**src/rtl/jam_pkg.sv**
```systemverilog
// Shared definitions for the job-assignment engine: matrix geometry,
// cost/bound widths, the cost-buffer state type and the W/J index type.
package jam_pkg;
   localparam int ROWS   = 8;
   localparam int COST_W = 7;
   localparam int LB_W   = 10;
   localparam int ADDR_W = 6;

   typedef logic [2:0] idx_t;

   typedef enum logic {
      LOAD  = 1'b0,
      SERVE = 1'b1
   } state_t;
endpackage

```
**src/rtl/jam_row_min_acc.sv**
```systemverilog
// Tracks the running minimum of the current row and adds it to the
// lower-bound accumulator when the row's last column is accepted.
module jam_row_min_acc
   import jam_pkg::*;
(
   input  logic              CLK,
   input  logic              RST,
   input  logic              accept,
   input  idx_t              col,
   input  logic [COST_W-1:0] data,
   input  logic              clear,
   output logic [LB_W-1:0]   lb
);

   logic [COST_W-1:0] row_min_q, row_min_d;
   logic [LB_W-1:0]   lb_q, lb_d;
   logic [COST_W-1:0] min_val;

   assign min_val = (data < row_min_q) ? data : row_min_q;

   always_comb begin
      row_min_d = row_min_q;
      lb_d      = lb_q;
      if (clear) begin
         row_min_d = '0;
         lb_d      = '0;
      end else if (accept) begin
         // Column 0 starts a fresh row, so the stale minimum is ignored.
         row_min_d = (col == idx_t'(0)) ? data : min_val;
         if (col == idx_t'(ROWS - 1))
            lb_d = lb_q + LB_W'(min_val);
      end
   end

   always_ff @(posedge CLK or posedge RST) begin
      if (RST) begin
         row_min_q <= '0;
         lb_q      <= '0;
      end else begin
         row_min_q <= row_min_d;
         lb_q      <= lb_d;
      end
   end

   assign lb = lb_q;

endmodule

```
**src/rtl/jam_cost_buffer.sv**
```systemverilog
// Cost-matrix front end: streams in the 8x8 cost table, serves combinational
// W/J lookups and accumulates the sum of row minimums during the load.
module jam_cost_buffer
   import jam_pkg::*;
(
   input  logic              CLK,
   input  logic              RST,
   input  logic              clear,
   input  logic              in_valid,
   input  logic [COST_W-1:0] in_data,
   output logic              in_ready,
   output logic              load_done,
   input  idx_t              W,
   input  idx_t              J,
   output logic [COST_W-1:0] Cost,
   output logic [LB_W-1:0]   LowerBound
);

   localparam int DEPTH = ROWS * ROWS;

   state_t            state_q, state_d;
   logic [ADDR_W-1:0] wr_cnt_q, wr_cnt_d;
   logic [COST_W-1:0] mem_q [DEPTH];
   logic              accept;

   assign in_ready  = (state_q == LOAD);
   assign load_done = (state_q == SERVE);

   // A word offered alongside clear is consumed by the handshake but dropped.
   assign accept = in_valid & in_ready & ~clear;

   always_comb begin
      state_d  = state_q;
      wr_cnt_d = wr_cnt_q;
      if (clear) begin
         state_d  = LOAD;
         wr_cnt_d = '0;
      end else if (accept) begin
         wr_cnt_d = wr_cnt_q + ADDR_W'(1);
         if (wr_cnt_q == ADDR_W'(DEPTH - 1))
            state_d = SERVE;
      end
   end

   always_ff @(posedge CLK or posedge RST) begin
      if (RST) begin
         state_q  <= LOAD;
         wr_cnt_q <= '0;
      end else begin
         state_q  <= state_d;
         wr_cnt_q <= wr_cnt_d;
      end
   end

   always_ff @(posedge CLK or posedge RST) begin
      if (RST) begin
         for (int i = 0; i < DEPTH; i++)
            mem_q[i] <= '0;
      end else if (accept) begin
         mem_q[wr_cnt_q] <= in_data;
      end
   end

   assign Cost = mem_q[{W, J}];

   jam_row_min_acc u_row_min_acc (
      .CLK    (CLK),
      .RST    (RST),
      .accept (accept),
      .col    (wr_cnt_q[2:0]),
      .data   (in_data),
      .clear  (clear),
      .lb     (LowerBound)
   );

endmodule

```
**config.mk**
```make
export PLATFORM = sky130hd
export DESIGN_NAME = jam_cost_buffer
export DESIGN_NICKNAME = d
export VERILOG_FILES = /design/src/rtl/jam_pkg.sv /design/src/rtl/jam_row_min_acc.sv /design/src/rtl/jam_cost_buffer.sv
export SDC_FILE = /design/constraint.sdc
export NUM_CORES = 1
export LEC_CHECK = 0
export BUFFER_PORTS_ARGS = -buffer_cell sky130_fd_sc_hd__buf_4
export CORE_MARGIN = 5
export CORE_UTILIZATION = 44
export CTS_BUF_LIST = sky130_fd_sc_hd__clkbuf_4 sky130_fd_sc_hd__clkbuf_8
export DETAILED_ROUTE_END_ITERATION = 8
export SETUP_SLACK_MARGIN = 0.1
export SLEW_MARGIN = 20
export SYNTH_ARGS = -nofsm -noshare
export SYNTH_HDL_FRONTEND = slang
export SYNTH_SLANG_ARGS = --single-unit
```
**constraint.sdc**
```tcl
create_clock -name CLK -period 16.5 [get_ports CLK]
set_clock_uncertainty 0.05 [all_clocks]
set_input_delay 0.825 -clock CLK [delete_from_list [all_inputs] [get_ports CLK]]
set_output_delay 0.825 -clock CLK [all_outputs]
set_load 0.02 [all_outputs]
```
==> results of run 1 <==
kinds of logic (layout without fill, tap and decap cells):
| kind of cell | count (synthesis) | after routing | share of synthesized area [%] |
|---|---|---|---|
| compound gates | 128 | 128 | 4.10 |
| xor+xnor | 6 | 6 | 0.233 |
| fa+ha+maj | 17 | 17 | 0.976 |
| buf+inv | 129 | 213 | 2.71 |
| flops | 472 | 472 | 52.4 |
| mux | 600 | 600 | 33.8 |
| simple gates | 227 | 227 | 5.80 |
synth_stat cells (4+ instances only):
library cell / instances
nor4_1: 8
a211oi_1: 7
o32ai_1: 11
buf_4: 12
nor2_1: 25
o21ai_0: 14
or2_2: 4
or3_1: 4
or4_1: 5
nand2_1: 75
nor2b_1: 17
buf_6: 6
nor2_2: 11
a22o_1: 5
mux4_2: 84
inv_1: 12
o22ai_1: 11
mux2_2: 444
a21oi_1: 17
nor4b_1: 4
nor3_1: 6
nand2_2: 8
mux2i_1: 60
o211ai_1: 6
a221oi_1: 6
a31oi_1: 4
nand2_4: 8
a22oi_1: 22
nand4b_1: 5
mux2_1: 12
clkbuf_1: 67
nor3b_1: 4
buf_2: 29
a41o_1: 7
and3_1: 8
o2111ai_1: 6
nand2b_1: 9
dfrtp_1: 472
ha_1: 16
registers in the layout, summed over array words and instances, names as in the netlist:
register and flops:
mem_q 448, u_row_min_acc.lb 10, u_row_min_acc.row_min_q 7, wr_cnt_q 6
load_done 1
final cells by class:
class	count	area, um^2
multi-input cells	978	10100
well taps	680	851
clock inverters	14	136
fillers	4492	26000
repair buffers	56	448
flip-flops and latches	472	11800
inverters	13	56.3
clock buffers	130	1630
critical path: cells and delay by family:
family | cells | cell delay [ns]
multiplexers | 1 | 0.38
buffers and inverters | 3 | 1.62
AND/OR/NAND/NOR | 3 | 1.19
final timing paths:
| kind | slack (ns) | endpoint | from | cells after the start |
|---|---|---|---|---|
| setup / recovery | 11.55 | Cost[5] | J[2] | 7 |
| hold / removal | 0.21 | mem_q[64] | RST | 2 |
| setup reg to reg | 12.77 | u_row_min_acc.lb[6] | u_row_min_acc.row_min_q[1] | 13 |
| hold reg to reg | 0.44 | mem_q[427] | mem_q[427] | 1 |
| max in group asynchronous | 14.06 | mem_q[127] | RST | 5 |
| min in group CLK | 0.43 | wr_cnt_q[1] | clear | 2 |
layer usage:
metal | share of wire [%] | vias to the layer above | global-route usage, %
met2 | 44 | 291 | 29.4
met5 | 0 | - | 0
met4 | 3.9 | 0 | 7.96
li1 | - | 5949 | -
met3 | 4.8 | 115 | 4.68
met1 | 47 | 7197 | 29.1
power groups by stage:
stage,Sequential [mW],Combinational (mW),Clock (mW)
floorplan,1.22,0.134,0
global placement,1.22,0.183,0
detailed placement,1.22,0.187,0
CTS,1.20,0.187,1.17
global route,1.20,0.203,1.22
finish,1.20,0.184,1.14
placed cells by master, fill, tap and decap left out, types with 5 or more instances in the layout:
cell type and instances:
a211oi_1 7, a21oi_1 17, a221oi_1 6, a22o_1 5, a22oi_1 22, a41o_1 7, and3_1 8, buf_4 53
clkbuf_4 26, clkbuf_8 104, clkinv_2 6, clkinvlp_4 5, dfrtp_1 472, ha_1 16, inv_1 11, mux2_1 12
mux2_2 444, mux2i_1 60, mux4_2 84, nand2_1 75, nand2_2 8, nand2_4 8, nand2b_1 9, nand4b_1 5
nor2_1 25, nor2_2 11, nor2b_1 17, nor3_1 6, nor4_1 8, o2111ai_1 6, o211ai_1 6, o21ai_0 14
o22ai_1 11, o32ai_1 11, or4_1 5
metrics by stage:
step	setup slack, ns	cell area, um^2
6_report	11.55	25100
5_1_grt	11.39	25100
4_1_cts	11.60	25000
3_5_place_dp	11.61	23300
3_3_place_gp	11.61	23300
2_1_floorplan	2.46	22600
==> summary.txt, run 1 <==
Actual slew at the worst max-slew pin: 1.01 ns
Initial antenna violation count: 0
Wire per inst: 23.7 um
Placed cells: 2198
Slew HR: 32.6%
Clock share of power: 45.1%
Syn Area/Cell: 14.3 um^2
Pwr Total: 2.52 mW
Worst Setup End Kind: output port
# hold bufs at CTS: 0
Largest cells by area after synthesis: dfrtp_1, mux2_2, mux4_2, mux2i_1, nand2_1
CTS clock-pin slew for the worst setup and hold paths: 0.06 ns
Cells along the critical path: buf_4 -> buf_4 -> mux4_2 -> nor3_1 -> or3_1 -> nor4_1 -> buf_4
Switch Pwr: 0.613 mW
CTS tree: yes
Post-synth ARST share: 100%
# Post-CTS Setup Buffers: 0
Final Core Density: 49.1%
Gr ovfl total: 0
Flop pwr share: 47.6%
Logic gate share of total power: 7.3%
Drt initial violations: 913
Net Sw Frac: 24.3%
YS warnings: 0
N_diodes: 0
Worst path most repeated cell: buf_4
Global-route wire length before repair: 87600 um
Fraction of layout cells with a size suffix above 1: 46.4%
Vias per cell: 5.78
Largest net degree at the start of global routing: 112
Final hold violation count: 0
Setup TNS: 0 ns
Fmax: 202 MHz
Worst setup SP type: input pin
Register area share after synthesis: 52.4%
Chip Width: 236 um
Max cap viols: 0
IO buf count: 35
Largest area contributor in the netlist: dfrtp_1
Nets@finish: 1638
Antenna-violating nets left: 0
DRC: 0
Clock latency on the worst-skew pair: 0.65 ns
WL final: 55500 um
Static Leakage: 12.2 nW
Cell row count: 83
Vias in the first global route: 14300
Top FF cell, synth: dfrtp_1
HP Class: in2async
CTS resizes: 0
Hold_ws: 0.215 ns
Num ports: 36
Post-Syn Instances: 1579
Post-synth EDFFs: 0
CP max stage cell: buf_4
Fin crit share: 30.0%
Root cell of the clock tree: clkbuf_8
Final Max Slew Viols: 0
Cts bufs inserted: 83
Mapped Area: 22600 um^2
Internal cell power: 1.91 mW
Placer congestion estimate: 0.822
Mapped Nets: 1613
WP data required: 15.62 ns
Total GRT Usage: 20.1%
Die area: 55900 um^2
DR pass1 iterations: 5
Initial Util: 44.1%
Area Overhead vs Synth: 11.2%
Area fraction of the dominant cell type after synthesis: 52.4%
Minimum clock period: 4.95 ns
Arr. time, crit path: 4.08 ns
CP max FO: 55
H-tree depth: 3
Power per standard cell area: 101 nW/um^2
Maximum VDD drop: 0.0584 mV
Clk sink count: 472
Vert. Die Dim: 236 um
Detail Placement HPWL: 34600 um
Worst path max stage delay: 0.80 ns
Core area: 51100 um^2
CP Class: in2out
Post-synthesis register bit count: 472
Non-filler cells, final: 2343
Yosys cell types: 65
Status: finished, final reports clean
RSZ-0062 raised after global routing: false
Clock Path Buffers: 3
Endpoints failing setup: 0
Total number of vias: 13600
Note: power is estimated with default switching activity, not from simulation.
==> run 2, diff against run 1 <==
==> constraint.sdc (replaced) <==
create_clock -name CLK -period 4.45 [get_ports CLK]
set_clock_uncertainty 0.05 [all_clocks]
set_input_delay 0.2225 -clock CLK [delete_from_list [all_inputs] [get_ports CLK]]
set_output_delay 0.2225 -clock CLK [all_outputs]
set_load 0.02 [all_outputs]
==> run 2 against run 1 <==
  * Flip-flop and latch count stayed put
  * Sequential power grew to 3.7 times the previous value
  * Core utilization hardly changed
  * Non-clock buffer count is 12 higher
  * Cell count is 0.21% higher
  * Die area stayed put
  * Sequential share of layout area hardly changed
  * Setup slack worse by 11 ns
  * Largest cell class unchanged
==> summary.txt, run 2 (synthesis results as in run 1) <==
CTS resizes: 0 (unchanged)
CTS tree: yes (unchanged)
WP data required: 4.92 ns (was 15.62 ns)
Chip Width: 236 um (unchanged)
Placed Instance Area: 23400 um^2 (was 23300 um^2)
Clock share of power: 43.7% (was 45.1%)
Max cap viols: 0 (unchanged)
Num ports: 36 (unchanged)
Slew HR: 30.9% (was 32.6%)
Fraction of layout cells with a size suffix above 1: 46.3% (was 46.4%)
Antenna-violating nets left: 0 (unchanged)
Clock Path Buffers: 3 (unchanged)
# hold bufs at CTS: 3 (was 0)
Vert. Die Dim: 236 um (unchanged)
Endpoints failing setup: 0 (unchanged)
Fin crit share: 83.2%
IO buf count: 35 (unchanged)
Cell row count: 83 (unchanged)
Area Overhead vs Synth: 11.2% (about the same)
Total GRT Usage: 20.5% (was 20.1%)
Pwr Total: 9.12 mW (was 2.52 mW)
Final hold violation count: 0 (unchanged)
Vias per cell: 5.79 (was 5.78)
Cts bufs inserted: 83 (unchanged)
Arr. time, crit path: 4.18 ns (was 4.08 ns)
RR Startpoint: u_row_min_acc.row_min_q[4] (was u_row_min_acc.row_min_q[1])
Largest net degree at the start of global routing: 113 (was 112)
Detail Placement HPWL: 35100 um (was 34600 um)
Clock latency on the worst-skew pair: 0.63 ns (was 0.65 ns)
Wire per inst: 23.9 um (was 23.7 um)
WL final: 56100 um (was 55500 um)
Actual slew at the worst max-slew pin: 1.03 ns (was 1.01 ns)
Drt initial violations: 763 (was 913)
Worst setup SP type: flop (was input pin)
Status: finished, final reports clean (unchanged)
DRC: 0 (unchanged)
Internal cell power: 6.93 mW (was 1.91 mW)
Global-route wire length before repair: 89700 um (was 87600 um)
Most flop-heavy register: mem_q (unchanged)
Number of flip-flops in the largest register: 448 (unchanged)
Nets@finish: 1650 (was 1638)
CP Class: reg2reg (was in2out)
R2R Setup Slk: 0.75 ns (was 12.77 ns)
Cell area after layout: 25100 um^2 (about the same)
Maximum VDD drop: 0.172 mV (was 0.0584 mV)
HP Class: in2async (unchanged)
Final Max Slew Viols: 0 (unchanged)
Die area: 55900 um^2 (unchanged)
# Post-CTS Setup Buffers: 0 (unchanged)
RSZ-0062 raised after global routing: false (unchanged)
CTS clock-pin slew for the worst setup and hold paths: 0.06 ns (about the same)
Most frequent cells in the layout: dfrtp_1, mux2_2, clkbuf_8 (unchanged)
Switch Pwr: 2.20 mW (was 0.613 mW)
R2r endpoint: u_row_min_acc.lb[6] (unchanged)
Fmax: 270 MHz
Gr ovfl total: 0 (unchanged)
Minimum clock period: 3.70 ns
Placer congestion estimate: 0.793 (was 0.822)
Initial Util: 44.1% (unchanged)
Worst Setup End Kind: flop (was output port)
Power per standard cell area: 364 nW/um^2 (was 101 nW/um^2)
Root cell of the clock tree: clkbuf_8 (unchanged)
Net Sw Frac: 24.1% (was 24.3%)
R2R depth: 14 (was 13)
Commonest non-fill, non-tap cell in the layout: dfrtp_1 (unchanged)
Critical Path Start: u_row_min_acc.row_min_q[4] (was J[2])
Total number of vias: 13600 (about the same)
DR pass1 iterations: 5 (unchanged)
Initial antenna violation count: 1 (was 0)
Flop pwr share: 48.7% (was 47.6%)
Vias in the first global route: 14800 (was 14300)
Core area: 51100 um^2 (unchanged)
Logic gate share of total power: 7.6% (was 7.3%)
Static Leakage: 12.3 nW (was 12.2 nW)
Clk sink count: 472 (unchanged)
H-tree depth: 3 (unchanged)
CP max FO: 7 (was 55)
[run 2: cell count changes in the layout (fill, tap and decap cells not counted), moves of 2 or more]
| cell | previous run | this run |
|---|---|---|
| bufinv_16 | 2 | 0 |
| buf_4 | 53 | 59 |
| buf_6 | 2 | 0 |
| clkinv_2 | 6 | 2 |
| buf_12 | 0 | 6 |
| clkbuf_4 | 26 | 34 |
| clkbuf_8 | 104 | 99 |
| dlygate4sd3_1 | 0 | 3 |
| clkinvlp_4 | 5 | 2 |
[run 2: worst max path at each step]
| stage | to |
|---|---|
| final | u_row_min_acc.lb[6] |
| after global routing | u_row_min_acc.lb[6] |
| after CTS | u_row_min_acc.lb[6] |
| after detailed placement | u_row_min_acc.lb[6] |
| after global placement | u_row_min_acc.lb[6] |
| after floorplan | load_done |
[run 2: final cells by class]
| type | instances | area [um^2] |
|---|---|---|
| sequential | 472 | 11800 |
| antenna | 1 | 2.50 |
| clock buffer | 133 | 1620 |
| tap | 680 | 851 |
| fill | 4463 | 26000 |
| inverter | 13 | 52.6 |
| clock inverter | 3 | 17.5 |
| multi-input combinational | 978 | 10100 |
| timing repair buffer | 68 | 593 |
[run 2: worst max-delay path, stage by stage (launching register included)]
cell and delay [ns]:
dfrtp_1 0.37, inv_1 0.05, ha_1 0.29, a21o_1 0.17, a21oi_1 0.13, o21ai_0 0.11
a21oi_2 0.36, mux2_2 0.39, ha_1 0.23, fa_1 0.44, a211oi_1 0.41, o21bai_1 0.13
a21oi_1 0.18, xnor2_1 0.08, a22o_1 0.20
[run 2: power groups by stage]
| stage | Combinational, mW | Sequential, mW | Clock (mW) |
|---|---|---|---|
| 2_1_floorplan | 0.499 | 4.51 | 0 |
| 3_3_place_gp | 0.692 | 4.52 | 0 |
| 3_5_place_dp | 0.700 | 4.52 | 0 |
| 4_1_cts | 0.703 | 4.45 | 4.10 |
| 5_1_grt | 0.763 | 4.46 | 4.30 |
| 6_report | 0.690 | 4.45 | 3.99 |
[run 2: per-layer routing]
metal  vias up  global-route usage (%)  wire length, um  part of all wire, %
met5         -                       0                0                    0
met4         0                    7.36             1710                  3.0
met3        94                    4.63             2870                  5.1
met2       284                    31.9            26200                   47
met1      7242                    28.6            25400                   45
li1       5974                       -                -                    -
[run 2: through the flow]
step           worst slack (ns)  util, %  std cells  setup TNS, ns  hold slack (ns)
2_1_floorplan             -2.22        -       1579       -1045.64            0.409
3_3_place_gp              0.801     45.8       2208              0            0.362
3_5_place_dp              0.780     45.8       2208              0            0.359
4_1_cts                   0.757     49.1       2347              0            0.211
5_1_grt                   0.424     49.1       2348              0            0.299
6_report                  0.746     49.1       2348              0            0.256
==> run 3, diff against run 2 <==
==> constraint.sdc (replaced) <==
create_clock -name CLK -period 3.8 [get_ports CLK]
set_clock_uncertainty 0.05 [all_clocks]
set_input_delay 0.19 -clock CLK [delete_from_list [all_inputs] [get_ports CLK]]
set_output_delay 0.19 -clock CLK [all_outputs]
set_load 0.02 [all_outputs]
==> run 3 against run 2 <==
  * Highest routed layer is now met5
  * Non-clock buffer count increased by 21
  * Worst hold slack got worse by 0.14 ns
  * Sequential power increased by 17%
  * Core utilization increased by 0.56 points
  * Cell area increased by 1.1%
  * Wire length increased by 0.56%
  * Cell count increased by 1.2%
==> summary.txt, run 3 (synthesis results as in run 1) <==
Cell row count: 83 (unchanged)
Most flop-heavy register: mem_q (unchanged)
Worst path bufs/invs: 2 (was 1)
Largest net degree at the start of global routing: 134 (was 113)
RSZ-0062 raised after global routing: false (unchanged)
CP max stage cell: mux2_2 (was fa_1)
Num ports: 36 (unchanged)
Clock latency on the worst-skew pair: 0.64 ns (was 0.63 ns)
Detail Placement HPWL: 36100 um (was 35100 um)
RR Startpoint: u_row_min_acc.row_min_q[4] (unchanged)
Initial Util: 44.1% (unchanged)
Initial antenna violation count: 1 (unchanged)
Placed cells: 2229 (was 2208)
Placer congestion estimate: 0.815 (was 0.793)
Die area: 55900 um^2 (unchanged)
HP Class: in2async (unchanged)
Fmax: 293 MHz (was 270 MHz)
WP data required: 4.28 ns (was 4.92 ns)
Most frequent cells in the layout: dfrtp_1, mux2_2, clkbuf_8 (unchanged)
Core area: 51100 um^2 (unchanged)
Fin crit share: 89.9% (was 83.2%)
CTS tree: yes (unchanged)
Wire per inst: 23.8 um (was 23.9 um)
Cts bufs inserted: 82 (was 83)
DRC: 0 (unchanged)
Fraction of layout cells with a size suffix above 1: 47.2% (was 46.3%)
Top Family by Delay on Critical Path: compound AO/OA/AOI/OAI gates (unchanged)
Final Core Density: 49.7% (was 49.1%)
Chip Width: 236 um (unchanged)
R2r endpoint: u_row_min_acc.lb[5] (was u_row_min_acc.lb[6])
Clk sink count: 472 (unchanged)
Drt initial violations: 817 (was 763)
Root cell of the clock tree: clkbuf_8 (unchanged)
Slew HR: 29.7% (was 30.9%)
Vias in the first global route: 14600 (was 14800)
Final Max Slew Viols: 0 (unchanged)
Maximum VDD drop: 0.198 mV (was 0.172 mV)
Gr ovfl total: 0 (unchanged)
N_diodes: 0 (was 1)
Vert. Die Dim: 236 um (unchanged)
CP max FO: 6 (was 7)
Endpoints failing setup: 0 (unchanged)
Global-route wire length before repair: 89400 um (was 89700 um)
Max cap viols: 0 (unchanged)
Total number of vias: 13600 (about the same)
Arr. time, crit path: 3.89 ns (was 4.18 ns)
R2R depth: 14 (unchanged)
H-tree depth: 3 (unchanged)
Pwr Total: 11.0 mW (was 9.12 mW)
DR pass1 iterations: 5 (unchanged)
Setup TNS: 0 ns (unchanged)
Fill count: 4415 (was 4463)
CTS clock-pin slew for the worst setup and hold paths: 0.06 ns (about the same)
Status: finished, final reports clean (unchanged)
Power per standard cell area: 432 nW/um^2 (was 364 nW/um^2)
R2R Setup Slk: 0.38 ns (was 0.75 ns)
Number of flip-flops in the largest register: 448 (unchanged)
Minimum clock period: 3.42 ns (was 3.70 ns)
Vias per cell: 5.73 (was 5.79)
CP Class: reg2reg (unchanged)
Final hold violation count: 0 (unchanged)
Static Leakage: 12.4 nW (was 12.3 nW)
Area Overhead vs Synth: 12.5% (was 11.2%)
Commonest non-fill, non-tap cell in the layout: dfrtp_1 (unchanged)
Nets@finish: 1670 (was 1650)
Worst path max stage delay: 0.37 ns (was 0.44 ns)
IO buf count: 35 (unchanged)
# Post-CTS Setup Buffers: 0 (unchanged)
Actual slew at the worst max-slew pin: 1.05 ns (was 1.03 ns)
Worst setup SP type: flop (unchanged)
Worst Setup End Kind: flop (unchanged)
Total GRT Usage: 20.5% (about the same)
Cells along the critical path: inv_1 -> ha_1 -> a21o_1 -> a21oi_1 -> o21ai_0 -> a21oi_2 -> buf_4 -> mux2_2 -> ha_1 -> a211o_1 -> a21oi_1 -> o21bai_1 -> or2_2 -> a32o_1 (was inv_1 -> ha_1 -> a21o_1 -> a21oi_1 -> o21ai_0 -> a21oi_2 -> mux2_2 -> ha_1 -> fa_1 -> a211oi_1 -> o21bai_1 -> a21oi_1 -> xnor2_1 -> a22o_1)
WL final: 56500 um (was 56100 um)
Non-filler cells, final: 2376 (was 2348)
Clock Path Buffers: 3 (unchanged)
Antenna-violating nets left: 0 (unchanged)
run 3: changes by cell type in the layout (fill, tap and decap cells not counted), sizes merged:
cell,previous run,this run
clkinv,2,6
diode,1,0
clkbuf,133,135
bufinv,0,1
clkinvlp,2,3
buf,65,86
run 3: metrics by stage:
step / hold WS (ns) / area, um^2 / setup slack, ns
finish: 0.120 / 25400 / 0.385
global route: 0.162 / 25400 / 0.101
CTS: 0.0922 / 25400 / 0.380
detailed placement: 0.236 / 23600 / 0.387
global placement: 0.221 / 23600 / 0.381
floorplan: 0.399 / 22600 / -2.83
run 3: power by group:
| group | internal, mW | switching [mW] |
|---|---|---|
| combinational | 0.323 | 0.509 |
| sequential | 5.15 | 0.0610 |
| clock | 2.85 | 2.07 |
| total | 8.32 | 2.64 |
run 3: worst max-delay path by stage:
stage	from	end	slack, ns	cells past startpoint
after CTS	u_row_min_acc.row_min_q[4]	u_row_min_acc.lb[5]	0.38	14
after detailed placement	u_row_min_acc.row_min_q[4]	u_row_min_acc.lb[5]	0.39	14
final	u_row_min_acc.row_min_q[4]	u_row_min_acc.lb[5]	0.38	14
after floorplan	RST	load_done	-2.83	1
after global placement	u_row_min_acc.row_min_q[1]	u_row_min_acc.lb[6]	0.38	13
after global routing	u_row_min_acc.row_min_q[4]	u_row_min_acc.lb[6]	0.10	14
run 3: tightest hold or removal path, delay by kind of cell:
| kind | cells | cell delay [ns] |
|---|---|---|
| buf+inv | 3 | 1.06 |
run 3: timing repair:
| action | in CTS | in global routing |
|---|---|---|
| endpoints found under the setup margin | 0 | 1 |
| resized for setup | 0 | 1 |
| endpoints found under the hold margin | 67 | 0 |
| hold buffers | 3 | 0 |
run 3: area by class of cell:
class | count | area (um^2) | share of cell area [%]
tap | 680 | 851 | 3.35
sequential | 472 | 11800 | 46.6
clock inverter | 9 | 75.1 | 0.296
multi-input combinational | 978 | 10100 | 39.9
clock buffer | 135 | 1680 | 6.63
timing repair buffer | 89 | 763 | 3.01
inverter | 13 | 52.6 | 0.207
run 3: metal layers:
metal / GRT usage, % / up-vias / wire length, um
li1: - / 6005 / -
met4: 6.21 / 2 / 1370
met5: 0 / - / 7
met1: 28.5 / 7274 / 25500
met2: 32.7 / 245 / 27200
met3: 4.28 / 77 / 2390
